`config.mk`:
```
export PLATFORM = sky130hd
export DESIGN_NAME = exe_muldiv_unit
export DESIGN_NICKNAME = d
export VERILOG_FILES = /design/src/rtl/exe_muldiv_unit.sv
export SDC_FILE = /design/constraint.sdc
export NUM_CORES = 1
export LEC_CHECK = 0
export BUFFER_PORTS_ARGS = -buffer_cell sky130_fd_sc_hd__buf_4
export CAP_MARGIN = 25
export CORE_MARGIN = 2
export CORE_UTILIZATION = 63
export CTS_CLUSTER_DIAMETER = 200
export DETAILED_ROUTE_END_ITERATION = 16
export HOLD_SLACK_MARGIN = 0.03
export PLACE_DENSITY = 0.83
export SLEW_MARGIN = 5
export SYNTH_ARGS = -nofsm -noshare
export SYNTH_HDL_FRONTEND = slang
export SYNTH_SLANG_ARGS = --single-unit
export TNS_END_PERCENT = 1
```
`constraint.sdc`:
```
create_clock -name clk -period 7.7 [get_ports clk]
set_input_delay 0.77 -clock clk [delete_from_list [all_inputs] [get_ports clk]]
set_output_delay 0.77 -clock clk [all_outputs]
set_load 0.05 [all_outputs]
```
`src/rtl/exe_muldiv_unit.sv`:
```
// Iterative RV32M multiply/divide unit: 32-step shift-add multiplier and restoring divider
// sharing one 64-bit working register, with pipeline stall/done handshake.
//
// state | meaning
// IDLE  | waiting for an accepted start
// CALC  | one multiply/divide iteration per cycle
// DONE  | result presented, done pulse, pipeline released
module exe_muldiv_unit #(
    parameter int XLEN  = 32,
    parameter int ITERS = 32
) (
    input  logic            clk,
    input  logic            rst_n,
    input  logic            start,
    input  logic [2:0]      op,
    input  logic [XLEN-1:0] a,
    input  logic [XLEN-1:0] b,
    input  logic            flush,
    output logic            stall,
    output logic            done,
    output logic [XLEN-1:0] result
);
    localparam int CW = $clog2(ITERS);

    typedef enum logic [1:0] {S_IDLE, S_CALC, S_DONE} state_t;

    state_t              state, state_nxt;
    logic [CW-1:0]       count;
    logic [2*XLEN-1:0]   work, work_step, prod;
    logic [XLEN-1:0]     opnd, result_q;
    logic [2:0]          op_q;
    logic                neg_q, neg_r;

    logic                accept, a_sop, b_sop, a_neg, b_neg, div_zero, div_ovf, special;
    logic [XLEN-1:0]     a_mag, b_mag, special_res, quot, rem, final_res;
    logic [XLEN:0]       sum, rem_sh, trial;
    logic                stall_c, last;

    assign accept   = start & ~flush;
    assign a_sop    = (op == 3'b001) | (op == 3'b010) | (op == 3'b100) | (op == 3'b110);
    assign b_sop    = (op == 3'b001) | (op == 3'b100) | (op == 3'b110);
    assign a_neg    = a_sop & a[XLEN-1];
    assign b_neg    = b_sop & b[XLEN-1];
    assign a_mag    = a_neg ? -a : a;
    assign b_mag    = b_neg ? -b : b;
    assign div_zero = op[2] & (b == '0);
    assign div_ovf  = ((op == 3'b100) | (op == 3'b110)) &
                      (a == {1'b1, {(XLEN-1){1'b0}}}) & (b == '1);
    assign special  = div_zero | div_ovf;

    always_comb begin
        special_res = '0;
        if (div_zero)
            special_res = op[1] ? a : '1;
        else
            special_res = op[1] ? '0 : {1'b1, {(XLEN-1){1'b0}}};
    end

    // Divide shifts {rem,quot} left and trial-subtracts; multiply adds into the
    // upper half and shifts right, consuming multiplier bits from the low half.
    always_comb begin
        sum       = '0;
        rem_sh    = '0;
        trial     = '0;
        work_step = work;
        if (op_q[2]) begin
            rem_sh = work[2*XLEN-1:XLEN-1];
            trial  = rem_sh - {1'b0, opnd};
            if (!trial[XLEN])
                work_step = {trial[XLEN-1:0], work[XLEN-2:0], 1'b1};
            else
                work_step = {rem_sh[XLEN-1:0], work[XLEN-2:0], 1'b0};
        end else begin
            sum       = {1'b0, work[2*XLEN-1:XLEN]} + (work[0] ? {1'b0, opnd} : '0);
            work_step = {sum, work[XLEN-1:1]};
        end
    end

    assign prod = neg_q ? -work_step : work_step;
    assign quot = neg_q ? -work_step[XLEN-1:0] : work_step[XLEN-1:0];
    assign rem  = neg_r ? -work_step[2*XLEN-1:XLEN] : work_step[2*XLEN-1:XLEN];

    always_comb begin
        final_res = '0;
        case (op_q)
            3'b000:                 final_res = prod[XLEN-1:0];
            3'b001, 3'b010, 3'b011: final_res = prod[2*XLEN-1:XLEN];
            3'b100, 3'b101:         final_res = quot;
            default:                final_res = rem;
        endcase
    end

    assign last = (count == CW'(ITERS-1));

    always_comb begin
        state_nxt = state;
        stall_c   = 1'b0;
        case (state)
            S_IDLE: begin
                stall_c = accept;
                if (accept)
                    state_nxt = special ? S_DONE : S_CALC;
            end
            S_CALC: begin
                stall_c = ~flush;
                if (last)
                    state_nxt = S_DONE;
            end
            S_DONE:  state_nxt = S_IDLE;
            default: state_nxt = S_IDLE;
        endcase
        if (flush)
            state_nxt = S_IDLE;
    end

    always_ff @(posedge clk or negedge rst_n) begin
        if (!rst_n)
            state <= S_IDLE;
        else
            state <= state_nxt;
    end

    always_ff @(posedge clk or negedge rst_n) begin
        if (!rst_n) begin
            count    <= '0;
            work     <= '0;
            opnd     <= '0;
            op_q     <= '0;
            neg_q    <= 1'b0;
            neg_r    <= 1'b0;
            result_q <= '0;
        end else if (state == S_IDLE && accept) begin
            count <= '0;
            work  <= {{XLEN{1'b0}}, a_mag};
            opnd  <= b_mag;
            op_q  <= op;
            neg_q <= a_neg ^ b_neg;
            neg_r <= a_neg;
            if (special)
                result_q <= special_res;
        end else if (state == S_CALC && !flush) begin
            work  <= work_step;
            count <= count + 1'b1;
            if (last)
                result_q <= final_res;
        end
    end

    // The state register resets asynchronously, but start may still be high.
    assign stall  = rst_n & stall_c;
    assign done   = (state == S_DONE) & ~flush;
    assign result = result_q;

endmodule
```
After elaboration in Yosys (flattened, before gate mapping) --
Cells that the tools add are included.
Word-level totals: input bits 71, word-level logic and storage cells 88, output and inout bits 34, memories 0, memory bits (read-only) 0, latch bits 0, flip-flop bits (word level) 140, memory bits (writable) 0
Cells by class: bitwise operators 17, shift operators 0, reductions and logical operators 12, equal/unequal tests 17, multipliers 0, $lt $le $gt $ge 0, add/sub/neg operators 8, div/mod/pow operators 0, muxes and demuxes 26
Operators by type and width (count):
- $mux 32 | 12
- $mux 64 | 5
- $neg 32->32 | 4
- $pmux 32 s3 | 1
- $eq 32x32->1 const B | 2
- $neg 64->64 | 1
- $add 32x32->33 | 1
- $sub 33x32->33 | 1
- $logic_not 32->1 | 1
- $eq 3x3->1 const B | 4
- $mux 5 | 2
- $eq 3x2->1 const B | 3
- $and 1x1->1 | 8
- $mux 2 | 4
- $or 1x1->1 | 7
- $eq 3x1->1 const B | 2
- $ne 3x3->1 const B | 2
- $add 5x1->5 const B | 1
- $eq 5x5->1 const B | 1
- $pmux 2 s2 | 1
- $reduce_bool 2->1 | 2
- $logic_not 3->1 | 1
- $reduce_and 3->1 | 1
- $reduce_or 3->1 | 1
- 11 further kinds | 12

Longest topological paths before layout --
depth in word-level cells 9, depth in mapped cells 29, gate-level depth less buffers 26

Least setup slack after synthesis --
Ideal clock, no wire load.
kind reg2reg, start point register work[48], end point register result_q[16], in the netlist result[16], path buffers 3, data arrival time 5.489 ns, stages on the path, launching flop included 26, data required time 7.574 ns, setup time 0.126 ns, path slack 2.085 ns, clock period less this slack 5.615 ns, path through dfrtp_1 ha_1 a211o_1 a211o_1 a311oi_2 o21a_2 a211o_4 buf_2 clkbuf_1 clkbuf_1 nor2_1 a21oi_1 a21oi_1 inv_1 ha_1 nand2_1 nor2_1 o21ai_0 a2111oi_0 a211oi_1 or2_2 or3_1 o31ai_1 xor2_1 o221ai_1 a221o_1
Between the ends: word-level cells in the longest chain between the ends 9, elaborated cells on any way between the ends 14, classes of those cells add/sub: 5; mux: 9
Ends and longest elaborated chain:
- start, declared | line 29 | logic [2*XLEN-1:0] work, work_step, prod;
- start signal, assigned | line 134 | work <= {{XLEN{1'b0}}, a_mag};
- start signal, assigned | line 142 | work <= work_step;
- $sub 33x32->33 | line 68 | trial = rem_sh - {1'b0, opnd};
- $mux 64 | line 69 | if (!trial[XLEN])
- $mux 64 (*) | line 66 | if (op_q[2]) begin
- $neg 64->64 (tied with other cells) | line 79 | assign prod = neg_q ? -work_step : work_step;
- $mux 64 (tied with other cells) | line 79
- $pmux 32 s3 (*) | line 85 | case (op_q)
- $mux 32 (*) | line 144 | if (last)
- $mux 32 (*) | line 141 | end else if (state == S_CALC && !flush) begin
- $mux 32 (*) | line 132 | end else if (state == S_IDLE && accept) begin
- end signal, assigned | line 140 | result_q <= special_res;
- end signal, assigned | line 145 | result_q <= final_res;
- end, declared | line 30 | logic [XLEN-1:0] opnd, result_q;
Mark *: on every way between the ends. The rest lies on a longest branch, timed or not. The select of a mux whose other input is x is not followed. A chain may end at the register's enable or synchronous reset.

Worst setup path in the final report --
Ends and elaborated chain as after synthesis.

==> results.toml <==
[run_status]
status = "finished clean"

[synth]
synth_top_family_by_area = "compound AO/OA/AOI/OAI gates"
syn-cell-area_sq_um = 14880
synthArstFlopShare_pct = 100.0
yosys_warnings = 0
synth.avg_cell_area_sq_um = 7.469
synthCells = 1992
yosys.area_share.simple_pct = 21.12
ys_ff_latch = 140
ys_seq_area_share_pct = 23.55
synth_fp_nets = 2136
synth_mux_area_share_pct = 3.389
synth-xor-area-share_pct = 10.83
synth-edff-count = 0
synth-compound-area-share_pct = 29.67
yosys.cell_types.count = 80
synthAdderAreaFrac_pct = 6.240
ys.flop_type = "dfrtp_1"

[global_route]
grt_max_degree = 83
antenna_found_initial = 1
grt_usage_pct = 43.51
grt_pass1_wl_mm = 83.38
overflow = 0
grt_pass1_vias = 14950

[sta]
fin_crit_sh_pct = 85.83
max_slew_margin_pct = 28.32
rsz0062_at_grt = "no"
final_hold_viol_count = 0
fin_crit_ns = 6.609
final.setup.tns_ns = 0
clock-skew-final_ns = 0.02300
drv_slew = 0
setup_viol = 0
max_freq_mhz = 151.3
worst_pin_slew_ns = 1.073

[power]
powerDensity_nw_per_um2 = 392.4
ir_worst_vdd_v = 0.0002383
p_leak_nw = 6.973
power_mw = 6.428

[worst_setup_path]
worstPathArrival_ns = 6.93
cp.required_ns = 8.02
crit_start = "work[48]$_DFFE_PN0P_"
end_kind = "flip-flop"
cp_max_fo = 41
reg2reg_from = "work[48]$_DFFE_PN0P_"
crit_type = "flip-flop to flip-flop"
r2r_slack_ns = 1.09
critPathLaunchType = "flip-flop"

[floorplanning]
rows = 56
core_area_sq_um = 23330
dieWidth_um = 157.7
die_y_um = 157.7
die_area_sq_um = 24860
start_util_pct = 63.77
io_pins = 105

[clock_tree]
clkLatencyLatePin_ns = 0.45
clock_sinks = 140
cts-root-buf = "clkbuf_16"
cts.htree.levels = 4
hold_buffers = 0
cts_buffers = 17
cts.clk_slew.worst_paths_ns = 0.08
cts_tree = "yes"
cts_resized = 0
postCtsSetupRepairBufs = 0
clockBufferDepth = 2

[finish]
fin_nets = 2158
n_antenna_cell = 0
layout-drive-gt1-share_pct = 9.571
fill_cells = 2034
seq_area_sq_um = 3507
multi_input_area_sq_um = 10610
syn2layout_area_growth_pct = 10.12

[routing]
ant_nets = 0
totalWireLength_mm = 54.42
drtIter0Drc = 2487
vias = 16330
first_pass_iters = 7
routedWlPerCell_um = 23.20
vias_per_cell = 6.961
drcViolationCount = 0

[job]
max_cap_violations = 0

[place]
hpwl_mm = 40.95
gp_congestion = 1.008
port_buffers = 104

[min_path]
hold_class = "input pin to asynchronous set/reset pin"
-- report_power, final --
part / total [mW] / switching (mW) / internal (mW)
registers: 1.16 / 0.252 / 0.904
clock network: 0.902 / 0.401 / 0.501
logic: 4.37 / 2.82 / 1.55
-- sequential cells by signal, indices dropped and copies added, names as in the netlist --
name    cells
result     32
state       2
count       5
work       64
neg_q       1
op_q        3
opnd       32
neg_r       1
-- cells in the final DEF (no fill, tap or decap), types with 13 or more instances in the layout --
master,synthesis,layout
nand2_1,257,257
o21ai_0,207,207
a21oi_1,139,139
dfrtp_1,140,139
buf_4,1,129
nor2_1,129,128
xnor2_1,105,105
xor2_1,79,79
inv_1,71,71
ha_1,71,71
nor3_1,59,59
o211ai_1,55,55
mux2i_1,47,47
and2_1,43,42
nand4_1,35,35
o31ai_1,33,33
nand3_1,32,32
or3_1,26,26
a21o_1,25,25
a31oi_1,21,21
a22o_1,21,21
clkbuf_16,0,17
a211oi_1,16,16
nor4_1,16,16
nand2b_1,15,15
nor2b_1,14,14
o221ai_1,14,14
and3_1,13,13
-- worst max-delay path, cell delays in order (launching register included) --
cell      delay [ns]
dfrtp_1         0.43
ha_1            0.46
a211o_1         0.37
a211o_1         0.28
a311oi_2        0.43
o21a_2          0.22
a211o_4         0.45
nor2_1          0.19
nor2_1          0.26
ha_1            0.21
o21ai_0         0.17
or2_2           0.34
or4_1           0.59
or3_1           0.57
or3_1           0.55
o31ai_1         0.33
xor2_1          0.18
o221ai_1        0.13
a221o_1         0.32
-- through the flow --
step | setup slack (ns) | std cells | utilization [%] | hold slack (ns) | area, sq um
6_report | 1.091 | 2346 | 70.22 | 0.2096 | 16380
5_1_grt | 0.7964 | 2346 | 70.22 | 0.2309 | 16380
4_1_cts | 1.272 | 2345 | 70.20 | 0.2233 | 16380
3_5_place_dp | 1.320 | 2313 | 67.57 | 0.4617 | 15770
3_3_place_gp | 1.520 | 2313 | 67.57 | 0.4560 | 15770
2_1_floorplan | 2.085 | 1992 | - | 0.4639 | 14880
-- cell type report --
class	instances	share of cell area, %
Clock buffer	18	2.681
Clock inverter	14	1.054
Inverter	72	1.650
Multi-Input combinational cell	1652	64.76
Sequential cell	140	21.41
Tap cell	319	2.436
Timing Repair Buffer	131	6.010
-- cell families (layout without fill, tap and decap cells) --
kind of cell	Yosys count	in the layout
AOI/OAI and AO/OA	677	677
xor gates and xnor gates	184	184
adders and majority gates	73	73
buffers and inverters	200	235
DFF	140	140
muxes	50	50
and+or+nand+nor	668	668
-- path summary, 6_finish.rpt --
path | to | depth (start not counted)
min | work[55]$_DFFE_PN0P_ | 1
max in group asynchronous | work[2]$_DFFE_PN0P_ | 2
max | result[16]$_DFFE_PN0P_ | 18
min in group clk | result[1]$_DFFE_PN0P_ | 2
min reg2reg | result[1]$_DFFE_PN0P_ | 2
max reg2reg | result[16]$_DFFE_PN0P_ | 18
-- synth_stat cells (all sizes together), types with 10 or more instances --
| library cell | instances | share of area (%) |
|---|---|---|
| nand2 | 257 | 6.5 |
| o21ai | 212 | 7.1 |
| dfrtp | 140 | 24 |
| a21oi | 139 | 4.7 |
| nor2 | 129 | 3.3 |
| xnor2 | 105 | 6.2 |
| clkbuf | 101 | 2.5 |
| xor2 | 79 | 4.7 |
| ha | 71 | 6.0 |
| inv | 71 | 1.8 |
| nor3 | 59 | 2.0 |
| o211ai | 55 | 2.8 |
| mux2i | 47 | 3.2 |
| and2 | 43 | 1.8 |
| nand4 | 35 | 1.5 |
| o31ai | 33 | 1.7 |
| nand3 | 32 | 1.1 |
| buf | 27 | 0.84 |
| or3 | 26 | 1.1 |
| a21o | 25 | 1.3 |
| a22o | 21 | 1.2 |
| a31oi | 21 | 0.88 |
| a211oi | 17 | 0.89 |
| nor4 | 16 | 0.67 |
| nand2b | 15 | 0.63 |
| nor2b | 14 | 0.59 |
| o221ai | 14 | 0.82 |
| and3 | 13 | 0.55 |
| o41ai | 13 | 0.94 |
| o21a | 12 | 0.61 |
| a21boi | 11 | 0.56 |
| or2 | 10 | 0.42 |
-- metal layers --
metal  vias to the layer above  global-route usage (%)  wire [um]
met3                       200                   10.51       7029
met1                      7672                   60.99      21930
met2                      1126                   63.35      22770
met5                         -                   1.656         48
met4                         2                   19.05       2637
li1                       7330                       -          -
(Power assumes the default switching activity.)
